<file path="src/rtl/timingsgen_v2.sv">
// Video timing generator: raster counters, sync/DE decode, frame-aligned mode switching.
// Optional frame counter enabled by defining TIMINGSGEN_FRAMECOUNT_EN.
package timingsgen_v2_pkg;
  localparam int MODE_W = 12;

  typedef struct packed {
    logic [MODE_W-1:0] h_total;
    logic [MODE_W-1:0] h_sync;
    logic [MODE_W-1:0] h_back_porch;
    logic [MODE_W-1:0] h_active;
    logic              h_sync_pol;
    logic [MODE_W-1:0] v_total;
    logic [MODE_W-1:0] v_sync;
    logic [MODE_W-1:0] v_back_porch;
    logic [MODE_W-1:0] v_active;
    logic              v_sync_pol;
  } video_mode_t;
endpackage

module timingsgen_v2
  import timingsgen_v2_pkg::*;
#(
  parameter int CW       = 12,
  parameter int FRAME_CW = 16
) (
  input  logic                clock,
  input  logic                reset,
  input  logic                pix_en,
  input  video_mode_t         mode_in,
  input  logic                mode_valid,
  output logic                mode_ready,
  output logic                mode_err,
  output logic [CW-1:0]       counterX,
  output logic [CW-1:0]       counterY,
  output logic [CW-1:0]       visible_counterX,
  output logic [CW-1:0]       visible_counterY,
  output logic                hsync,
  output logic                vsync,
  output logic                de,
  output logic                frame_start,
  output logic [FRAME_CW-1:0] frame_count,
  output logic [1:0]          o_dbg_state
);

  typedef enum logic [1:0] {
    S_IDLE = 2'd0,
    S_RUN  = 2'd1,
    S_PEND = 2'd2
  } state_t;

  state_t      r_state, w_state_nxt;
  video_mode_t r_active, r_pending;
  logic [CW-1:0] r_x, r_y, r_vis_x, r_vis_y;
  logic r_hsync, r_vsync, r_de, r_frame_start, r_mode_err;

  // Handshake: mode_in transfers on mode_valid & mode_ready, regardless of pix_en.
  logic w_bad, w_load, w_frame_end, w_x_wrap, w_y_wrap;
  logic [CW-1:0] w_h_total, w_h_sync, w_h_bp, w_h_act;
  logic [CW-1:0] w_v_total, w_v_sync, w_v_bp, w_v_act;
  logic [CW-1:0] w_h_start, w_v_start, w_x_nxt, w_y_nxt;
  logic w_de_h, w_de_v;

  assign w_h_total = CW'(r_active.h_total);
  assign w_h_sync  = CW'(r_active.h_sync);
  assign w_h_bp    = CW'(r_active.h_back_porch);
  assign w_h_act   = CW'(r_active.h_active);
  assign w_v_total = CW'(r_active.v_total);
  assign w_v_sync  = CW'(r_active.v_sync);
  assign w_v_bp    = CW'(r_active.v_back_porch);
  assign w_v_act   = CW'(r_active.v_active);

  assign mode_ready = (r_state != S_PEND);
  assign w_bad  = (CW'(mode_in.h_total) < CW'(2)) || (CW'(mode_in.v_total) < CW'(2));
  assign w_load = mode_valid & mode_ready & ~w_bad;

  assign w_x_wrap = !(r_x < w_h_total - CW'(1));
  assign w_y_wrap = !(r_y < w_v_total - CW'(1));
  assign w_x_nxt  = w_x_wrap ? '0 : r_x + CW'(1);
  assign w_y_nxt  = w_x_wrap ? (w_y_wrap ? '0 : r_y + CW'(1)) : r_y;
  assign w_frame_end = pix_en && (r_state == S_PEND) &&
                       (r_x == w_h_total - CW'(1)) && (r_y == w_v_total - CW'(1));

  assign w_h_start = w_h_sync + w_h_bp;
  assign w_v_start = w_v_sync + w_v_bp;
  assign w_de_h = (r_x >= w_h_start) && (r_x < w_h_start + w_h_act);
  assign w_de_v = (r_y >= w_v_start) && (r_y < w_v_start + w_v_act);

  always_ff @(posedge clock or posedge reset) begin
    if (reset) r_state <= S_IDLE;
    else       r_state <= w_state_nxt;
  end

  always_comb begin
    w_state_nxt = r_state;
    case (r_state)
      S_IDLE:  if (w_load) w_state_nxt = S_RUN;
      S_RUN:   if (w_load) w_state_nxt = S_PEND;
      S_PEND:  if (w_frame_end) w_state_nxt = S_RUN;
      default: w_state_nxt = S_IDLE;
    endcase
  end

  // Decode uses r_active of the same cycle as (r_x,r_y); the swap lands with counters at 0,0.
  always_ff @(posedge clock or posedge reset) begin
    if (reset) begin
      r_active      <= '0;
      r_pending     <= '0;
      r_x           <= '0;
      r_y           <= '0;
      r_vis_x       <= '0;
      r_vis_y       <= '0;
      r_hsync       <= 1'b0;
      r_vsync       <= 1'b0;
      r_de          <= 1'b0;
      r_frame_start <= 1'b0;
      r_mode_err    <= 1'b0;
    end else begin
      r_mode_err <= mode_valid & mode_ready & w_bad;
      if (r_state == S_IDLE) begin
        if (w_load) r_active <= mode_in;
        r_x <= '0;
        r_y <= '0;
      end else begin
        if (r_state == S_RUN && w_load) r_pending <= mode_in;
        if (pix_en) begin
          r_x           <= w_x_nxt;
          r_y           <= w_y_nxt;
          r_hsync       <= (r_x < w_h_sync) ? r_active.h_sync_pol : ~r_active.h_sync_pol;
          r_vsync       <= (r_y < w_v_sync) ? r_active.v_sync_pol : ~r_active.v_sync_pol;
          r_de          <= w_de_h & w_de_v;
          r_vis_x       <= r_x + CW'(1) - w_h_start;
          r_vis_y       <= r_y - w_v_start;
          r_frame_start <= (r_x == '0) && (r_y == '0);
          if (w_frame_end) r_active <= r_pending;
        end
      end
    end
  end

`ifdef TIMINGSGEN_FRAMECOUNT_EN
  logic [FRAME_CW-1:0] r_frame_count;
  always_ff @(posedge clock or posedge reset) begin
    if (reset)                         r_frame_count <= '0;
    else if (pix_en && r_frame_start)  r_frame_count <= r_frame_count + FRAME_CW'(1);
  end
  assign frame_count = r_frame_count;
`else
  assign frame_count = '0;
`endif

  assign counterX         = r_x;
  assign counterY         = r_y;
  assign visible_counterX = r_vis_x;
  assign visible_counterY = r_vis_y;
  assign hsync            = r_hsync;
  assign vsync            = r_vsync;
  assign de               = r_de;
  assign frame_start      = r_frame_start;
  assign mode_err         = r_mode_err;
  assign o_dbg_state      = r_state;

endmodule

</file>
<file path="config.mk">
export PLATFORM = sky130hd
export DESIGN_NAME = timingsgen_v2
export DESIGN_NICKNAME = d
export VERILOG_FILES = /design/src/rtl/timingsgen_v2.sv
export SDC_FILE = /design/constraint.sdc
export NUM_CORES = 1
export LEC_CHECK = 0
export CORE_MARGIN = 3
export CORE_UTILIZATION = 32
export CTS_BUF_LIST = sky130_fd_sc_hd__clkbuf_2 sky130_fd_sc_hd__clkbuf_4 sky130_fd_sc_hd__clkbuf_8
export DETAILED_ROUTE_END_ITERATION = 6
export DONT_BUFFER_PORTS = 1
export GPL_ROUTABILITY_DRIVEN = 0
export HOLD_SLACK_MARGIN = 0.03
export PLACE_DENSITY = 0.53
export SETUP_SLACK_MARGIN = 0.5
export SLEW_MARGIN = 20
export SYNTH_ARGS = -nofsm -noshare
export SYNTH_HDL_FRONTEND = slang
export SYNTH_SLANG_ARGS = --single-unit
</file>
<file path="constraint.sdc">
create_clock -name clock -period 7.58 [get_ports clock]
set_input_delay 1.137 -clock clock [delete_from_list [all_inputs] [get_ports clock]]
set_output_delay 1.137 -clock clock [all_outputs]
set_load 0.02 [all_outputs]
</file>
==> flow_summary_export.csv, run 1 <==
group,metric,value,unit
global_routing,grt-ovfl-total,0,
cells_and_area,area_delta_synth_final,10.44,%
global_routing,antenna_found_initial,1,
timing,min_period_over_period,68.58,%
status,status,"finished clean",
worst_setup_path,crit_path_cell_trace,"ha_1, fa_1, a21o_1, a21oi_1, o21bai_1, a21oi_1, o21ai_1, xor2_1, ha_1, a21oi_1, o22ai_1, a211o_1, a21oi_1, xor2_1, xnor2_1, ha_1, and4_1, a2111oi_0, o2111ai_1, nor2_1, o221ai_1, o21ai_1",
timing,tightest_slew,1.066,ns
worst_setup_path,end_kind,"register",
logic_synthesis,async_reset_ff_share,100.0,%
clock_tree,cts_tree,"done",
clock_tree,clk_latency,0.61,ns
floorplan,num_rows,80,
route,wl_met1,19860,um
floorplan,coreArea,48050,um^2
place,io_buffers,0,
floorplan,die_w,227.4,um
clock_tree,cts_max_level,2,
logic_synthesis,syn_inst,1568,
timing,fin_crit,5.198,ns
place,place_hpwl,31290,um
clock_tree,clkTransAtPathRegs,0.06,ns
floorplan,die_area,51720,um^2
worst_setup_path,crit_arrival,5.72,ns
route,wl_per_cell,18.91,um
route,drc,0,
route,drt_iter0_drc,489,
global_routing,grt_pass1_wl,65810,um
logic_synthesis,syn-cell-area,15690,um^2
timing,slew_headroom,28.76,%
logic_synthesis,ys.warnings.count,0,
logic_synthesis,synth-seq-area-share,40.04,%
route,drtPass1Iterations,5,
timing,tns,0,ns
cells_and_area,drive_above_1_share,6.663,%
timing,hold_viol_final,0,
worst_setup_path,rr_worst_depth,22,
cells_and_area,fin_nets,1839,
logic_synthesis,synth.distinct_cells,60,
worst_setup_path,worst-path-max-fanout,3,
worst_setup_path,cp-startpoint,"w_v_sync[0]",
route,vias,11220,
clock_tree,postCtsHoldBufs,0,
worst_setup_path,crit_slowest_cell,"a2111oi_0",
timing,clock_skew,0.04018,ns
floorplan,io_pins,174,
worst_setup_path,reg2reg_from,"w_v_sync[0]",
worst_setup_path,cpPeakStageDelay,0.42,ns
clock_tree,cts.repair.resized,0,
floorplan,chipHeight,227.4,um
clock_tree,cts.sink_count,251,
logic_synthesis,synth-edff-count,0,
cells_and_area,final_cell_mix,"dfrtp_1, ha_1, a21oi_1, nor2_1",
timing,setup_viol,0,
cells_and_area,antenna_cells,0,
global_routing,grt_pass1_vias,11490,
worst_setup_path,crit_type,"reg -> reg",
floorplan,initial_core_util,32.65,%
route,antenna_left,0,
worst_hold_path,hp-class,"in -> async",
logic_synthesis,synthesis.area_per_instance,10.00,um^2
logic_synthesis,synth_ff_type,"dfrtp_1",
route,routed.top_layer,"met5",
clock_tree,root_buffer,"clkbuf_8",
worst_setup_path,cpMostUsedCell,"a21oi_1",
global_routing,track_usage,16.38,%
timing,rsz0062_at_grt,"no",
cells_and_area,mostFrequentLayoutCell,"dfrtp_1",
route,drt_wl_total,42000,um
clock_tree,cts_buffers,46,
timing,drv_slew,0,
global_routing,grt_max_degree,164,
route,via_per_inst,5.052,
route,wl_met2,18430,um
worst_setup_path,cp.required,8.11,ns
timing,fmax,0.1924,GHz
clock_tree,post_cts_buffers,0,
route,wl_met3,2778,um
clock_tree,clock_path_buffers,3,
worst_setup_path,cp-start-kind,"register",
run,maxCapViolations,0,
logic_synthesis,ys_seq_elements,251,
worst max-delay path, delay by kind of cell, from the launching register on:
kind                     cells  cell delay (ns)
XOR/XNOR                     3             0.67
AND/OR/NAND/NOR              2             0.35
flip-flops                   1             0.39
adder cells (fa/ha/maj)      4             1.21
AO/OA/AOI/OAI               13             2.49
through the flow:
step	hold slack, ns	util [%]	cells	area [um^2]	setup WS, ns
final	0.4469	36.06	2221	17330	2.382
after global routing	0.4375	36.06	2221	17330	1.950
after CTS	0.4011	36.06	2221	17330	2.373
after detailed placement	0.4739	33.92	2141	16300	2.427
after global placement	0.4656	33.92	2141	16300	2.578
after floorplan	0.4574	-	1583	15750	2.996
per-layer routing:
layer / global-route usage [%] / up-vias
met5: 0 / -
met4: 5.202 / 2
met3: 4.874 / 57
met2: 25.16 / 228
met1: 22.24 / 5387
li1: - / 5547
synth_stat cells (6+ instances only):
cell type,instances,area [um^2]
a21o_1,33,247.7
a21oi_1,154,770.7
a31oi_1,8,50.05
and3_1,10,62.56
buf_1,6,22.52
buf_2,15,75.07
buf_4,17,127.6
clkbuf_1,31,116.4
dfrtp_1,251,6281
fa_1,6,120.1
ha_1,157,1964
inv_1,94,352.8
mux2_1,98,1104
mux2i_1,98,980.9
nand2_1,68,255.2
nand2b_1,20,125.1
nand3_1,12,60.06
nand4_1,18,112.6
nor2_1,143,536.8
nor2b_1,15,93.84
nor3_1,28,140.1
nor4_1,11,68.82
o21a_1,12,90.09
o21ai_0,65,325.3
o21ai_1,23,115.1
o21bai_1,9,67.56
o31ai_1,14,105.1
xnor2_1,48,420.4
xor2_1,39,341.6
sequential cells by signal, indices dropped and copies added (netlist names), 2 cells and up:
signal,count
o_dbg_state,2
r_active,2
visible_counterY,12
w_v_bp,12
w_h_act,12
w_v_sync,12
w_h_sync,12
counterY,12
w_h_bp,12
counterX,12
w_h_total,12
r_pending,98
w_v_total,12
visible_counterX,12
w_v_act,12
cells by family after synthesis:
group                    after synthesis  share of synthesized area [%]
buffers and inverters                167                          4.618
other                                  1                        0.02390
flip-flops                           251                          40.04
XOR/XNOR                              88                          5.001
AO/OA/AOI/OAI                        356                          13.42
adder cells (fa/ha/maj)              163                          13.29
multiplexers                         199                          13.50
AND/OR/NAND/NOR                      343                          10.11
area by class of cell:
| cell class | instances | area [um^2] |
|---|---|---|
| flip-flops and latches | 251 | 6281 |
| fillers | 4834 | 30720 |
| well taps | 615 | 769.5 |
| inverters | 96 | 364.1 |
| repair buffers | 14 | 117.6 |
| clock buffers | 69 | 893.4 |
| multi-input cells | 1165 | 8767 |
| clock inverters | 11 | 132.6 |
final timing paths:
check | end | slack, ns
setup / recovery | de | 2.38
hold / removal | r_pending[57] | 0.45
min in group clock | r_pending[49] | 0.48
setup reg to reg | de | 2.38
max in group asynchronous | w_v_bp[6] | 5.79
hold reg to reg | r_pending[49] | 0.48
Power of run 1 is not shown: default switching activity piles up to over one toggle a cycle in this logic, so the estimate is an artifact.
==> inputs of run 2 (changes only) <==
==> constraint.sdc (replaced) <==
create_clock -name clock -period 4.4 [get_ports clock]
set_input_delay 0.66 -clock clock [delete_from_list [all_inputs] [get_ports clock]]
set_output_delay 0.66 -clock clock [all_outputs]
set_load 0.02 [all_outputs]
==> flow_summary_export.csv, run 2 (synthesis gave the netlist of run 1 again) <==
group,metric,value,unit
route,drt_wl_total,42860,um
clock_tree,clkTransAtPathRegs,0.06,ns
cells_and_area,utilization,36.73,%
worst_setup_path,reg2reg_from,"w_v_sync[0]",
cells_and_area,drive_above_1_share,9.602,%
timing,holdWs,0.1765,ns
timing,rsz0062_at_grt,"yes",
cells_and_area,top_register,"r_pending",
cells_and_area,fillers,4771,
global_routing,grt-ovfl-total,0,
floorplan,io_pins,174,
global_routing,grt_pass1_wl,66590,um
clock_tree,cts_buffers,47,
worst_hold_path,worstHoldStart,"mode_in[67]",
global_routing,grt_pass1_vias,11620,
worst_setup_path,crit_type,"reg -> reg",
cells_and_area,final_cell_mix,"dfrtp_1, ha_1, a21oi_1, nor2_1",
clock_tree,cts.sink_count,251,
worst_setup_path,end_kind,"register",
cells_and_area,mostFrequentLayoutCell,"dfrtp_1",
timing,clock_skew,0.02221,ns
worst_setup_path,crit_arrival,4.89,ns
cells_and_area,area_delta_synth_final,12.51,%
route,vias,11450,
worst_setup_path,cp-start-kind,"register",
clock_tree,root_buffer,"clkbuf_8",
place,place_hpwl,31860,um
timing,hold_viol_final,0,
timing,slew_headroom,31.11,%
worst_setup_path,cpPeakStageDelay,0.38,ns
timing,min_period_over_period,98.83,%
timing,drv_slew,0,
route,wl_per_cell,19.05,um
route,via_per_inst,5.091,
worst_setup_path,rr_endpoint,"de",
worst_setup_path,worst-path-max-fanout,4,
worst_setup_path,crit_path_cell_trace,"ha_2, fa_2, a21o_1, a21oi_2, o21bai_1, a21oi_2, o21ai_2, a21o_1, a21o_1, xor2_1, ha_1, inv_2, nor3_1, a31oi_1, o21ai_1, a211oi_2, ha_1, and4_4, a2111oi_4, o2111ai_1, nor2_1, o221ai_1, o21ai_1",
worst_hold_path,hold_depth,1,
floorplan,initial_core_util,32.65,%
floorplan,die_area,51720,um^2
timing,tns,0,ns
worst_hold_path,hold_end,"r_pending[67]",
worst_setup_path,rr_worst_depth,23,
worst_setup_path,worstPathBufferInverterCount,1,
route,drtPass1Iterations,5,
global_routing,track_usage,16.63,%
route,drt_iter0_drc,532,
timing,fin_crit,4.348,ns
worst_setup_path,crit_slowest_cell,"dfrtp_1",
clock_tree,clock_path_buffers,3,
clock_tree,cts_tree,"done",
floorplan,num_rows,80,
clock_tree,clk_latency,0.62,ns
timing,setup_viol,0,
cells_and_area,antenna_cells,0,
worst_setup_path,critPathTopFamily,"compound AO/OA/AOI/OAI gates",
worst_setup_path,cpMostUsedCell,"a21o_1",
status,status,"finished clean",
floorplan,die_w,227.4,um
place,dpl.cell_count,2166,
place,io_buffers,0,
timing,fmax,0.2300,GHz
worst_hold_path,hp-class,"in -> reg",
route,antenna_left,0,
global_routing,grt_max_degree,149,
worst_setup_path,reg2reg_slack,0.05,ns
worst_setup_path,cp.required,4.94,ns
floorplan,chipHeight,227.4,um
clock_tree,cts_max_level,2,
run,maxCapViolations,0,
cells_and_area,fin_cells,2250,
cells_and_area,fin_nets,1869,
floorplan,coreArea,48050,um^2
timing,tightest_slew,1.031,ns
cells_and_area,largest_reg_flops,98,
route,drc,0,
global_routing,antenna_found_initial,0,
## run 2: timing repair
| action | in CTS | in global routing |
|---|---|---|
| hold buffers | 1 | 0 |
| gates resized for setup | 7 | 11 |
| buffers inserted | 2 | 1 |
| endpoints found under the setup margin | 2 | 3 |
| pin swaps | 9 | 7 |
| endpoints found under the hold margin | 17 | 0 |
## run 2: per-layer routing
layer  wire length (um)  GRT usage, %  vias up  part of all wire [%]
met5                  0             0        -                     0
met1              19620         22.30     5524                    46
li1                   -             -     5607                     -
met3               2846         4.204       64                   6.6
met2              19260         26.08      259                    45
met4               1137         6.032        0                   2.7
## run 2: worst max path at each step
stage	startpoint	end	slack [ns]	depth (start not counted)
after floorplan	w_v_sync[0]	de	0.22	22
after global placement	w_v_sync[0]	de	0.03	23
after detailed placement	w_v_sync[0]	de	-0.06	22
after CTS	w_v_sync[0]	de	0.01	23
after global routing	w_v_sync[0]	de	-0.28	22
final	w_v_sync[0]	de	0.05	23
## run 2: worst reg2reg max path: stages (launching register included)
cell	delay, ns
dfrtp_1	0.38
ha_2	0.21
fa_2	0.37
a21o_1	0.17
a21oi_2	0.13
o21bai_1	0.10
a21oi_2	0.17
o21ai_2	0.09
a21o_1	0.19
a21o_1	0.19
xor2_1	0.15
ha_1	0.35
inv_2	0.07
nor3_1	0.22
a31oi_1	0.07
o21ai_1	0.10
a211oi_2	0.05
ha_1	0.32
and4_4	0.20
a2111oi_4	0.28
o2111ai_1	0.15
nor2_1	0.10
o221ai_1	0.11
o21ai_1	0.12
## run 2: area by class of cell
type                            instances  area (um^2)  area share [%]
Multi-Input combinational cell       1165         8894           50.39
Tap cell                              615        769.5           4.360
Sequential cell                       251         6281           35.59
Clock inverter                          9        51.30          0.2907
Timing Repair Buffer                   43        400.4           2.269
Clock buffer                           71        889.6           5.040
Inverter                               96        364.1           2.063
## run 2: through the flow
| stage | setup slack (ns) | cell area (um^2) |
|---|---|---|
| after floorplan | 0.2243 | 15780 |
| after global placement | 0.03387 | 16580 |
| after detailed placement | -0.06365 | 16580 |
| after CTS | 0.01379 | 17580 |
| after global routing | -0.2797 | 17650 |
| final | 0.05157 | 17650 |
Power of run 2 is left out for the same reason.
==> patch 1 (flow settings as in run 1) <==
Build with the macro `TIMINGSGEN_FRAMECOUNT_EN` defined.
--- a/src/rtl/timingsgen_v2.sv
+++ b/src/rtl/timingsgen_v2.sv
@@ -1,5 +1,7 @@
 // Video timing generator: raster counters, sync/DE decode, frame-aligned mode switching.
 // Optional frame counter enabled by defining TIMINGSGEN_FRAMECOUNT_EN.
+`define TIMINGSGEN_FRAMECOUNT_EN
+
 package timingsgen_v2_pkg;
   localparam int MODE_W = 12;
 
Formal check against the unedited RTL: not equivalent (Yosys sat finds a counterexample within 4 cycles, from zero or initial values and one cycle with reset high).
==> patch 1 against run 1 <==
- area after synthesis rose by 3.9%
- design area rose by 5.3%
- wire length rose by 7.4%
- clock skew fell by 0.0028 ns
- non-clock buffer count rose by 1
- worst setup slack improved by 0.086 ns
- sequential cell count rose by 16
- critical path type unchanged
- largest cell class unchanged
- highest routed layer is now met4
Power is not shown: default switching activity piles up to over one toggle a cycle in this logic, so the estimate is an artifact.
==> patch 1: results <==
{
  "status": "finished, final reports clean",
  "finalWirelength_mm": 45.1,
  "synth_cell_types": 63,
  "worst-r2r-cell-count": 20,
  "n_clock_buffer": 78,
  "synth_mux_area_share_pct": 13.1,
  "cp_max_fo": 5,
  "vias": 11900,
  "cp_slowest_stage_delay_ns": 0.52,
  "crit_arrival_ns": 5.64,
  "grt_pass1_wl_mm": 70.2,
  "synth_commonest_cells": "dfrtp_1 (267), ha_1 (158), a21oi_1 (156)",
  "dp_hpwl_mm": 33.5,
  "met1_length_mm": 21.5,
  "final_cells": 2331,
  "synthAdderAreaFrac_pct": 12.9,
  "antenna_found_initial": 0,
  "wl_met3_mm": 3.10,
  "core_area_mm2": 0.0503,
  "crit_slowest_cell": "or4_1",
  "nonClockInverterCount": 87,
  "drt_iter0_drc": 550,
  "synth_compound_area_share_pct": 12.7,
  "place_ws_ns": 2.44,
  "route.met2.wl_mm": 19.7,
  "placed_cells": 2239,
  "multi_input_gates": 1198,
  "n_all_buffers": 15,
  "multi_input_area_mm2": 0.00909,
  "fill_cells": 5051,
  "synth-seq-area-share_pct": 41.0,
  "sh_seq_area_pct": 36.6,
  "startpoint": "w_h_bp[0]$_DFFE_PP0P_",
  "drive_gt1_share_pct": 13.6,
  "synth.area.top_cells": "dfrtp_1 (41%), ha_1 (12%), mux2_2 (7.0%), mux2i_1 (6.1%), a21oi_1 (4.8%)"
}
-- patch 1: how the worst min path moves through the flow --
stage | depth (start not counted) | endpoint | startpoint | slack (ns)
6_report | 1 | r_pending[32]$_DFFE_PP0P_ | r_pending[32]$_DFFE_PP0P_ | 0.50
5_1_grt | 1 | r_pending[83]$_DFFE_PP0P_ | r_pending[83]$_DFFE_PP0P_ | 0.52
4_1_cts | 1 | r_pending[82]$_DFFE_PP0P_ | r_pending[82]$_DFFE_PP0P_ | 0.51
3_5_place_dp | 1 | r_pending[44]$_DFFE_PP0P_ | r_pending[44]$_DFFE_PP0P_ | 0.49
3_3_place_gp | 1 | r_pending[90]$_DFFE_PP0P_ | r_pending[90]$_DFFE_PP0P_ | 0.49
2_1_floorplan | 1 | r_pending[41]$_DFFE_PP0P_ | r_pending[41]$_DFFE_PP0P_ | 0.48
-- patch 1: metal layers --
metal  global-route usage [%]  vias to the layer above
li1                         -                     5764
met5                        0                        -
met1                     23.5                     5802
met4                     4.05                        0
met3                     4.77                       55
met2                     25.5                      268
==> patch 2 (config.mk and constraints of run 1) <==
Made on the original files. The output `mode_err` loses its register stage (`r_mode_err` becomes a continuous assignment).
--- a/src/rtl/timingsgen_v2.sv
+++ b/src/rtl/timingsgen_v2.sv
@@ -113,9 +113,7 @@
       r_vsync       <= 1'b0;
       r_de          <= 1'b0;
       r_frame_start <= 1'b0;
-      r_mode_err    <= 1'b0;
     end else begin
-      r_mode_err <= mode_valid & mode_ready & w_bad;
       if (r_state == S_IDLE) begin
         if (w_load) r_active <= mode_in;
         r_x <= '0;
@@ -136,6 +134,8 @@
       end
     end
   end
+
+  assign r_mode_err = mode_valid & mode_ready & w_bad;
 
 `ifdef TIMINGSGEN_FRAMECOUNT_EN
   logic [FRAME_CW-1:0] r_frame_count;
Behaviour: not the same (Yosys sat finds a counterexample within 4 cycles, from zero or initial values and one cycle with reset high).
==> patch 2 against run 1 <==
- die area is 0.54% higher
- worst setup slack better by 0.081 ns
- critical path type unchanged
- utilization hardly changed
- critical endpoint unchanged
- sequential cell count is 1 lower
- design area is 0.31% higher
- wire length is 2.1% higher
- largest cell class unchanged
- area after synthesis is 0.55% higher
Power is left out: the tool's default activity adds up to more than one toggle a clock period on the data nets, which glitch-free logic cannot reach.
==> patch 2: results <==
{
  "status": "finished, final reports clean",
  "wl_per_cell_um": 18.8,
  "synth-seq-area-share_pct": 39.7,
  "port_buffers": 0,
  "grt_pass1_vias": 11600,
  "ys_async_sr_fraction_pct": 100,
  "crit_arrival_ns": 5.67,
  "hold_path.class": "flip-flop to flip-flop",
  "reg2reg_from": "w_v_bp[0]$_DFFE_PP0P_",
  "drt_iter0_drc": 631,
  "synth.area.top_cells": "dfrtp_1 (40%), ha_1 (12%), mux2_2 (7.0%), mux2i_1 (6.3%), a21oi_1 (4.7%)",
  "cp_max_fo": 3,
  "clkLatencyLatePin_ns": 0.62,
  "nets": 1857,
  "final_cells": 2278,
  "use_met2_pct": 25.0,
  "finalClockSkew_ns": 0.0440,
  "synth_cell_types": 57,
  "use_met1_pct": 21.8,
  "antenna_found_initial": 2,
  "syn_avg_cell_area_um2": 9.94,
  "gr-total-overflow": 0,
  "grt_pass1_wl_mm": 67.4,
  "yosysWarnings": 0,
  "drive_gt1_share_pct": 12.8,
  "avgViaCountPerCell": 5.10,
  "maxSlewHeadroom_pct": 28.8,
  "synth_commonest_cells": "dfrtp_1 (250), ha_1 (157), a21oi_1 (148)",
  "min_to": "r_pending[30]$_DFFE_PP0P_",
  "grt_max_degree": 155,
  "place_ws_ns": 2.46,
  "worst-r2r-cell-count": 24,
  "met3_usage_pct": 4.87,
  "dp_hpwl_mm": 31.9,
  "grt.total_usage_pct": 16.3,
  "placed_cells": 2199,
  "cts_made_buffers": 45
}
## patch 2: cell count changes in the layout (fill, tap and decap cells not counted), moves of 8 or more
cell / delta
mux2_1: -98
mux2_2: +95
o21ai_1: -23
o21ai_0: +18
nand2_1: +14
clkbuf_4: +8
clkbuf_8: -8
inv_1: -8
## patch 2: worst max-delay path, cell delays in order (launching register included)
cell and delay (ns):
dfrtp_1 0.39, ha_1 0.23, fa_1 0.41, a21o_1 0.19, a21oi_1 0.22, o21bai_1 0.09, a21oi_1 0.21, o21ai_0 0.17
xor2_1 0.31, ha_1 0.31, a21oi_1 0.19, o22ai_1 0.09, or3_1 0.31, a21oi_1 0.21, xor2_1 0.19, xnor2_1 0.14
ha_1 0.27, a211oi_1 0.20, o21ai_0 0.11, a21oi_1 0.12, nand4_1 0.10, a31oi_1 0.16, o21ai_0 0.10, a21oi_1 0.14
a32o_1 0.18
## patch 2: final cells by class
class | instances | area, um2
diodes | 1 | 2.50
clock buffers | 69 | 843
clock inverters | 7 | 63.8
fillers | 4876 | 30900
inverters | 86 | 327
multi-input cells | 1192 | 8910
flip-flops and latches | 250 | 6260
well taps | 656 | 821
repair buffers | 17 | 153
## patch 2: metal layers
layer,wire (um),part of all wire [%]
met1,20000,47
met2,18600,43
met4,1350,3.1
met5,13,0.030
met3,2820,6.6
## patch 2: worst max path at each step
| stage | startpoint | endpoint | slack (ns) |
|---|---|---|---|
| floorplan | w_v_bp[0]$_DFFE_PP0P_ | de$_DFFE_PP0P_ | 3.01 |
| global placement | w_v_sync[0]$_DFFE_PP0P_ | de$_DFFE_PP0P_ | 2.60 |
| detailed placement | w_v_bp[0]$_DFFE_PP0P_ | de$_DFFE_PP0P_ | 2.46 |
| CTS | w_v_bp[0]$_DFFE_PP0P_ | de$_DFFE_PP0P_ | 2.44 |
| global route | w_v_bp[0]$_DFFE_PP0P_ | de$_DFFE_PP0P_ | 2.04 |
| finish | w_v_bp[0]$_DFFE_PP0P_ | de$_DFFE_PP0P_ | 2.46 |
## patch 2: logic make-up after synthesis
| family | count (synthesis) | share of synthesized area (%) |
|---|---|---|
| flops | 250 | 39.7 |
| other cells | 1 | 0.0238 |
| simple gates | 374 | 11.0 |
| xor+xnor | 85 | 4.81 |
| compound gates | 356 | 13.6 |
| buf+inv | 160 | 4.37 |
| fa+ha+maj | 163 | 13.2 |
| mux | 198 | 13.3 |
## patch 2: stage by stage
stage                     hold slack [ns]  area (um2)
after global routing                0.512       17400
after CTS                           0.506       17300
after floorplan                     0.480       15800
final                               0.503       17400
after global placement              0.487       16400
after detailed placement            0.494       16400
